[src/rtl/fetch_unit.sv]
// fetch_unit: RV32I instruction-fetch front end with req/gnt memory port,
// prefetch FIFO and the F->D pipeline register.
module fetch_unit #(
  parameter logic [31:0] RESET_PC   = 32'h0000_0000,
  parameter int          FIFO_DEPTH = 4
) (
  input  logic        clk,
  input  logic        rst_n,
  input  logic        Stall_d,
  input  logic        Flush_d,
  input  logic        PCSrc_e,
  input  logic [31:0] PCTarget_e,
  output logic        imem_req,
  output logic [31:0] imem_addr,
  input  logic        imem_gnt,
  input  logic        imem_rvalid,
  input  logic [31:0] imem_rdata,
  output logic [31:0] Instr_d,
  output logic [31:0] PC_d,
  output logic [31:0] PCPlus4_d,
  output logic        Valid_d
);
  localparam int AW = $clog2(FIFO_DEPTH);
  localparam int CW = AW + 1;
  localparam logic [31:0] NOP = 32'h0000_0013;

  logic [31:0]   r_fetch_pc, r_rsp_pc;
  logic [31:0]   r_fifo_instr [FIFO_DEPTH];
  logic [31:0]   r_fifo_pc    [FIFO_DEPTH];
  logic [CW-1:0] r_wptr, r_rptr, r_outstanding, r_drop_cnt;
  logic [CW-1:0] w_count;
  logic [CW:0]   w_inflight;
  logic          w_pop, w_fire, w_push, w_drop;

  assign w_count    = r_wptr - r_rptr;
  assign w_pop      = !Flush_d && !Stall_d && (w_count != '0);
  // a slot freed by this cycle's pop may be refilled by this cycle's request
  assign w_inflight = {1'b0, r_outstanding} + {1'b0, w_count} - (CW+1)'(w_pop);
  assign imem_req   = rst_n && !PCSrc_e && (w_inflight < (CW+1)'(FIFO_DEPTH));
  assign imem_addr  = r_fetch_pc;
  assign w_fire     = imem_req && imem_gnt;
  assign w_drop     = imem_rvalid && (r_drop_cnt != '0);
  assign w_push     = imem_rvalid && (r_drop_cnt == '0) && !PCSrc_e;

  always_ff @(posedge clk or negedge rst_n) begin
    if (!rst_n) begin
      r_fetch_pc    <= RESET_PC;
      r_rsp_pc      <= RESET_PC;
      r_wptr        <= '0;
      r_rptr        <= '0;
      r_outstanding <= '0;
      r_drop_cnt    <= '0;
    end else begin
      r_outstanding <= r_outstanding + CW'(w_fire) - CW'(imem_rvalid);
      if (PCSrc_e) begin
        r_fetch_pc <= PCTarget_e;
        r_rsp_pc   <= PCTarget_e;
        r_wptr     <= '0;
        r_rptr     <= '0;
        r_drop_cnt <= r_outstanding - CW'(imem_rvalid);
      end else begin
        r_fetch_pc <= w_fire ? r_fetch_pc + 32'd4 : r_fetch_pc;
        r_rsp_pc   <= w_push ? r_rsp_pc + 32'd4 : r_rsp_pc;
        r_wptr     <= r_wptr + CW'(w_push);
        r_rptr     <= r_rptr + CW'(w_pop);
        r_drop_cnt <= r_drop_cnt - CW'(w_drop);
      end
    end
  end

  always_ff @(posedge clk) begin
    if (w_push) begin
      r_fifo_instr[r_wptr[AW-1:0]] <= imem_rdata;
      r_fifo_pc[r_wptr[AW-1:0]]    <= r_rsp_pc;
    end
  end

  always_ff @(posedge clk or negedge rst_n) begin
    if (!rst_n) begin
      Instr_d   <= NOP;
      PC_d      <= '0;
      PCPlus4_d <= '0;
      Valid_d   <= 1'b0;
    end else if (Flush_d) begin
      Instr_d <= NOP;
      Valid_d <= 1'b0;
    end else if (!Stall_d) begin
      if (w_pop) begin
        Instr_d   <= r_fifo_instr[r_rptr[AW-1:0]];
        PC_d      <= r_fifo_pc[r_rptr[AW-1:0]];
        PCPlus4_d <= r_fifo_pc[r_rptr[AW-1:0]] + 32'd4;
        Valid_d   <= 1'b1;
      end else begin
        Instr_d <= NOP;
        Valid_d <= 1'b0;
      end
    end
  end
endmodule

[config.mk]
export PLATFORM = sky130hd
export DESIGN_NAME = fetch_unit
export DESIGN_NICKNAME = d
export VERILOG_FILES = /design/src/rtl/fetch_unit.sv
export SDC_FILE = /design/constraint.sdc
export NUM_CORES = 1
export LEC_CHECK = 0
export CORE_MARGIN = 3
export CORE_UTILIZATION = 61
export CTS_BUF_LIST = sky130_fd_sc_hd__clkbuf_16
export DETAILED_ROUTE_END_ITERATION = 8
export PLACE_DENSITY_LB_ADDON = 0.08
export SLEW_MARGIN = 30
export SYNTH_ARGS = -nofsm -noshare
export SYNTH_HDL_FRONTEND = slang
export SYNTH_SLANG_ARGS = --single-unit
[constraint.sdc]
create_clock -name clk -period 12.9 [get_ports clk]
set_input_delay 3.87 -clock clk [delete_from_list [all_inputs] [get_ports clk]]
set_output_delay 3.87 -clock clk [all_outputs]
set_load 0.005 [all_outputs]
* Word level (Yosys, flattened, before mapping) *
Memory sizes are Yosys's and may differ from the RTL's.
Index checks and enable logic that the tools add are counted.
W data, S select, Z words.

word-level totals
  bits in registers = 173
  latch bits = 0
  memory bits (writable) = 256
  memory bits (read-only) = 0
  input port bits = 71
  output and inout bits = 130
  memories kept = 2

memory list
  name          depth  bits a word  read ports  clocked after memory_dff  write ports  RTL line  text
  r_fifo_instr  4      32           1           0                         1            28        logic [31:0] r_fifo_instr [FIFO_DEPTH];
  r_fifo_pc     4      32           1           0                         1            29        logic [31:0] r_fifo_pc [FIFO_DEPTH];

operators by class
  $add $sub $neg = 12
  $mul = 0
  div/mod/pow operators = 0
  magnitude comparators = 1
  eq/ne operators = 1
  shifts and indexed selects = 0
  mux-type cells = 15
  bitwise gates (word level) = 2
  reductions and logical operators = 17

operators with widths
  operator                 count
  $mux W32                 7
  $add A32 B3 Y32 const B  3
  $add A3 B1 Y3            3
  $mux W3                  3
  $sub A3 B1 Y3            3
  $logic_and A1 B1 Y1      8
  $reduce_bool A3 Y1       2
  $mux W1                  5
  $add A3 B3 Y4            1
  $lt A4 B3 Y1 const B     1
  $reduce_bool A2 Y1       2
  $sub A4 B1 Y4            1
  $logic_not A1 Y1         3
  $logic_not A3 Y1         1
  $reduce_and A3 Y1        1
  $sub A3 B3 Y3            1
  $ne A2 B1 Y1 const B     1
  $not A1 Y1               2

* Longest topological paths before layout *
Gate-level depths: netlist of the first run.

  depth in word-level cells = 9
  gate-level depth with buffers = 25
  depth with buffers taken out = 21

* Worst setup path before layout of the first run *
No wires, ideal clock.

  path type = input-to-reg
  start point = input port PCSrc_e
  end point = memory r_fifo_instr[1][0], enable pin
  library setup time = 644 ps
  arrival = 10443 ps
  setup slack = 1813 ps
  stages on the path = 3
  buffers on the path = 2
  path through = clkbuf_1 clkbuf_1 nor4_1

on the way
  word-level cells in the longest chain between the ends = 4

RTL lines
  item                           RTL line  text
  from (decl)                    11        input logic PCSrc_e,
  $logic_not A1 Y1               43        assign w_push = imem_rvalid && (r_drop_cnt == '0) && !PCSrc_e;
  $logic_and A1 B1 Y1            43
  $mux W1                        72        if (w_push) begin
  $mux W1 (not written as such)  73        r_fifo_instr[r_wptr[AW-1:0]] <= imem_rdata;
  to (decl)                      28

No other way between the ends.

* Worst setup path after layout of the first run *
  start point = input port Flush_d
  end point = output port imem_req

on the way
  word-level cells in the longest chain between the ends = 6

RTL lines
  item                              RTL line  text
  from (decl)                       10        input logic Flush_d,
  $logic_not A1 Y1                  36        assign w_pop = !Flush_d && !Stall_d && (w_count != '0);
  $logic_and A1 B1 Y1 (2 in a row)  36
  $sub A4 B1 Y4                     38        assign w_inflight = {1'b0, r_outstanding} + {1'b0, w_count} - (CW+1)'(w_pop);
  $lt A4 B3 Y1                      39        assign imem_req = rst_n && !PCSrc_e && (w_inflight < (CW+1)'(FIFO_DEPTH));
  $logic_and A1 B1 Y1               39
  to (decl)                         13        output logic imem_req,

No other way between the ends.

==> results_dict.tcl, run 1 <==
set metrics [dict create \
    synth_warnings 0 \
    drc_errors 0 \
    row_count 61 \
    wl_per_cell_um 20.9 \
    min_to "PC_d[2]" \
    detail-route-antenna-nets 0 \
    grt.total_usage_pct 24.9 \
    finalSetupViolCount 0 \
    final_util_pct 76.0 \
    numCtsBuffers 43 \
    rsz0062_at_grt "false" \
    regArea_sq_um 12000 \
    slew-limit-headroom_pct 40.2 \
    synth_area_leaders "edfxtp_1 (43%), dfrtp_1 (24%), mux4_2 (7.2%)" \
    synth_cell_types 64 \
    netlist_instances 1203 \
    clkLatencyLatePin_ps 540 \
    top_layer_used "met5" \
    status "completed" \
    reg2reg_depth 21 \
    drt_iter0_drc 1000 \
    synth_commonest_cells "edfxtp_1 (256), dfrtp_1 (168), nand2_1 (142)" \
    initial_utilization_pct 63.0 \
    irDropWorstVdd_uv 117 \
    htreeDepth 2 \
    nets 1498 \
    power_leakage_nw 7.92 \
    firstDrtPassIters 4 \
    syn_area_per_cell_sq_um 14.8 \
    synth_edf_count 256 \
    holdPathStages 2 \
    yosysTopAreaCellShare_pct 43.1 \
    wl_met3_um 2500 \
    critPathKind "input pin to primary output" \
    hold_start "PC_d[2]" \
    wl_met1_um 16800 \
    cts_sinks 427 \
    reg2reg_from "r_rptr[0]" \
    power.density_nw_per_um2 167 \
    viasPerCell 5.96 \
    cts_hold_buf 0 \
    ios 201 \
    worstPathMaxFanout 13 \
    n_fill_cell 1758 \
    ctsResizeCount 0 \
    cts_tree "built" \
    reg2reg_slack_ps 7670 \
    place_congestion 0.873 \
    instances_no_fill 1817 \
    fin_skew_ps 22.8 \
    r2r-end "r_outstanding[2]" \
    antenna_found_initial 1 \
    hold_path_class "flop to flop" \
    insertedDiodeCount 0 \
    endpoint_kind "primary output" \
    place_worst_setup_slack_ps 2150 \
    routed_wl_um 38000 \
    cts_setup_buffers 0 \
    fmax_mhz 92.3 \
    worstPathArrival_ps 6960 \
    finalCritPeriodShare_pct 84.0 \
    drv_slew 0 \
    finalSetupTns_ps 0 \
    period_minus_slack_ps 10830 \
    syn_nets 1295 \
    synth_area_leader_cell "edfxtp_1" \
    synth-seq-cells 427 \
    io_buffers 200 \
    grt_pass1_vias 11000 \
    drv_cap 0 \
    ys.flop_type "edfxtp_1" \
    die_h_um 177 \
    core_area_sq_um 28300 \
    yosysSeqAreaShare_pct 67.1 \
    synthesis.area_sq_um 17800 \
    hold_viol_final 0 \
    dieWidth_um 177 \
    grt_pass1_wl_um 60800 \
    critPathLaunchType "input pin" \
    multi_input_comb_area_sq_um 5470 \
    cts.path.max_buffers 3 \
    vias 10800 \
    dp.final_hpwl_um 23700 \
    cts-root-buf "clkbuf_16" \
    path_clk_slew_ps 60 \
    async_reset_ff_share_pct 40.0 \
    critPathRequiredTime_ps 9030 \
    drive_above_1_share_pct 12.2 \
    yosysMostFrequentCell "edfxtp_1" \
    grt-ovfl-total 0 \
    areaGrowthSynthToFinish_pct 20.6 \
    wl_met2_um 17900 \
    grt_max_degree 78 \
    die-area_sq_um 31300 \
    worst_pin_slew_ps 895 \
    dpl.cell_count 1738 \
    setup_ws_ps 2070 \
]
## logic make-up (layout without fill, tap and decap cells)
logic type / after synthesis / in the layout / share of synthesized area (%)
flip-flops: 427 / 427 / 67.1
multiplexers: 90 / 90 / 9.84
XOR/XNOR: 62 / 62 / 3.04
buffers and inverters: 97 / 333 / 2.41
AND/OR/NAND/NOR: 352 / 352 / 9.90
adder cells (fa/ha/maj): 21 / 21 / 1.56
AO/OA/AOI/OAI: 154 / 154 / 6.14
## flip-flops by register name (all words and copies together), names as in the netlist
name and cells:
Instr_d 32, r_rptr 3, Valid_d 1, r_wptr 3, PC_d 32, r_outstanding 3, r_rsp_pc 32, r_fifo_instr 128
PCPlus4_d 30, imem_addr 32, r_drop_cnt 3, r_fifo_pc 128
## final cells by class
class / count / area share (%)
clock buffers: 43 / 5.00
well taps: 378 / 2.20
inverters: 35 / 0.611
repair buffers: 220 / 10.1
flip-flops and latches: 427 / 55.7
clock inverters: 35 / 1.06
multi-input cells: 679 / 25.4
## layer usage
| metal | vias up | track usage, % |
|---|---|---|
| met5 | - | 0 |
| met3 | 61 | 4.35 |
| li1 | 4983 | - |
| met4 | 2 | 6.45 |
| met1 | 5413 | 36.4 |
| met2 | 375 | 39.6 |
## how the worst max path moves through the flow
stage	from	to	slack (ps)	cells past startpoint
4_1_cts	Flush_d	imem_req	2110	12
3_3_place_gp	Flush_d	imem_req	2210	12
6_report	Flush_d	imem_req	2070	12
5_1_grt	Flush_d	imem_req	1980	12
3_5_place_dp	Flush_d	imem_req	2150	12
2_1_floorplan	PCSrc_e	r_fifo_instr[1][0]	1810	3
## layout by cell type, fill, tap and decap left out, types with 13 or more instances in the layout
master / count
o21ai_0: 32
xnor2_1: 46
nor4_1: 19
inv_1: 48
clkbuf_16: 43
ha_1: 19
edfxtp_1: 256
a31oi_1: 20
o31ai_1: 13
nor3_1: 17
mux2_2: 22
nand2_1: 142
nor2_1: 48
clkdlybuf4s50_1: 198
dfrtp_1: 166
buf_4: 18
mux4_2: 57
nand3_1: 27
xor2_1: 16
and3_1: 18
a21oi_1: 13
a22o_1: 29
## metrics by stage
| step | area (sq um) | total power [W] | hold slack [ps] |
|---|---|---|---|
| 3_3_place_gp | 20200 | 0.00244 | 458 |
| 5_1_grt | 21500 | 0.00376 | 494 |
| 4_1_cts | 21500 | 0.00361 | 479 |
| 3_5_place_dp | 20200 | 0.00246 | 465 |
| 6_report | 21500 | 0.00359 | 473 |
| 2_1_floorplan | 17800 | 0.00208 | 470 |
## where the power goes
group / leakage [nW] / switching, W / internal (W)
clock network: 0.694 / 0.000489 / 0.000664
logic: 2.83 / 0.000303 / 0.000388
registers: 4.40 / 0.000127 / 0.00162
total: 7.92 / 0.000919 / 0.00267
## worst max-delay path, stage by stage
cell	delay, ps
clkdlybuf4s50_1	450
a311o_2	420
inv_2	210
ha_1	200
inv_1	50
ha_1	260
and3b_1	190
nor4_1	290
buf_4	250
o21ai_0	130
nor2_1	130
clkdlybuf4s50_1	510
(Power assumes the default switching activity.)
==> run 2, diff against run 1 <==
- CORE_UTILIZATION: 61 -> 51
- clock period: 12.9 -> 9.1 ns (I/O delays scaled with it)
==> results_dict.tcl, run 2 (synthesized netlist as in run 1, its figures left out) <==
set metrics [dict create \
    drv_cap 0 \
    slew-limit-headroom_pct 36.4 \
    critPathLaunchType "input pin" \
    cts_tree "built" \
    hold_viol_final 0 \
    fmax_mhz 121 \
    ctsResizeCount 0 \
    clkLatencyLatePin_ps 550 \
    n_fill_cell 2617 \
    place_congestion 0.794 \
    power_leakage_nw 7.92 \
    dieWidth_um 193 \
    dpl.cell_count 1808 \
    place_area_sq_um 20300 \
    io_buffers 200 \
    instances_no_fill 1889 \
    finalCritPeriodShare_pct 90.9 \
    fin_skew_ps 16.0 \
    endpoint_kind "primary output" \
    drive_above_1_share_pct 12.8 \
    grt_max_degree 86 \
    areaGrowthSynthToFinish_pct 21.5 \
    worst_pin_slew_ps 953 \
    worstPathArrival_ps 5550 \
    detail-route-antenna-nets 0 \
    cts_hold_buf 0 \
    critPathKind "input pin to primary output" \
    htreeDepth 2 \
    dp.final_hpwl_um 24800 \
    worstPathMaxFanout 3 \
    core_area_sq_um 34000 \
    cts_setup_buffers 0 \
    hold_path_class "flop to flop" \
    cts.path.max_buffers 3 \
    final_common_cell "edfxtp_1" \
    antenna_found_initial 0 \
    insertedDiodeCount 0 \
    grt.total_usage_pct 21.0 \
    power.density_nw_per_um2 238 \
    rsz0062_at_grt "false" \
    row_count 67 \
    nets 1498 \
    final_cell_mix "edfxtp_1 (256), clkdlybuf4s50_1 (198), dfrtp_1 (166), nand2_1 (142), mux4_2 (57)" \
    die-area_sq_um 37300 \
    path_clk_slew_ps 60 \
    die_h_um 193 \
    viasPerCell 5.68 \
    wl_per_cell_um 20.4 \
    critPathRequiredTime_ps 6370 \
    drc_errors 0 \
    irDropWorstVdd_uv 134 \
    grt-ovfl-total 0 \
    fin_area_sq_um 21700 \
    numCtsBuffers 44 \
    status "completed" \
    final_util_pct 63.7 \
    period_minus_slack_ps 8280 \
    drt_iter0_drc 622 \
    initial_utilization_pct 52.4 \
    routed_wl_um 38500 \
    vias 10700 \
    grt_pass1_wl_um 60900 \
    cts_sinks 427 \
    drv_slew 0 \
    cts-root-buf "clkbuf_16" \
    ios 201 \
    grt_pass1_vias 10800 \
    firstDrtPassIters 5 \
    finalSetupViolCount 0 \
]
==> run 2: cell count changes in the layout (fill, tap and decap cells not counted), sizes merged <==
cell,change
clkbuf,+1
clkinvlp,+1
clkinv,+8
buf,-1
inv,-7
==> run 2: critical path, cell delays in order <==
cell             delay, ps
clkdlybuf4s50_1        460
a311o_2                390
inv_2                   60
ha_1                   130
inv_1                   40
ha_1                   250
and3b_1                190
nor4_1                 420
o21ai_0                220
nor2_1                 130
clkdlybuf4s50_1        520
==> run 2: path summary, 6_finish.rpt <==
path	startpoint	endpoint	slack [ps]	cells past startpoint
max	Flush_d	imem_req	820	11
min	PC_d[21]	PC_d[21]	470	2
max reg2reg	r_rptr[0]	r_outstanding[2]	3970	21
min reg2reg	PC_d[21]	PC_d[21]	470	2
max in group asynchronous	rst_n	r_rptr[0]	5450	3
min in group asynchronous	rst_n	Instr_d[13]	2050	1
==> run 2: power by group <==
group | total (W) | switching (W) | internal (W)
Clock | 0.00170 | 0.000731 | 0.000970
Sequential | 0.00247 | 0.000183 | 0.00229
Combinational | 0.000977 | 0.000424 | 0.000553
Total | 0.00515 | 0.00134 | 0.00381
==> run 2: cell type report <==
type / count / area, sq um / area share [%]
Sequential cell: 427 / 12000 / 55.3
Multi-Input combinational cell: 679 / 5470 / 25.2
Timing Repair Buffer: 219 / 2160 / 9.99
Clock buffer: 44 / 1100 / 5.08
Tap cell: 448 / 561 / 2.59
Clock inverter: 37 / 268 / 1.24
Inverter: 35 / 131 / 0.606
==> run 2: routing by layer <==
metal / wire (um) / up-vias / part of all wire, % / global-route usage [%]
li1: - / 4986 / - / -
met1: 17900 / 5409 / 47 / 31.8
met2: 17700 / 286 / 46 / 33.0
met3: 2150 / 52 / 5.6 / 3.02
met4: 711 / 0 / 1.8 / 4.95
met5: 0 / - / 0 / 0
==> run 2: through the flow <==
step | power [W] | worst slack [ps] | TNS [ps] | hold WS, ps
finish | 0.00515 | 825 | 0 | 475
global route | 0.00542 | 666 | 0 | 497
CTS | 0.00521 | 777 | 0 | 480
detailed placement | 0.00350 | 789 | 0 | 465
global placement | 0.00347 | 777 | 0 | 459
floorplan | 0.00296 | -847 | -216750 | 470
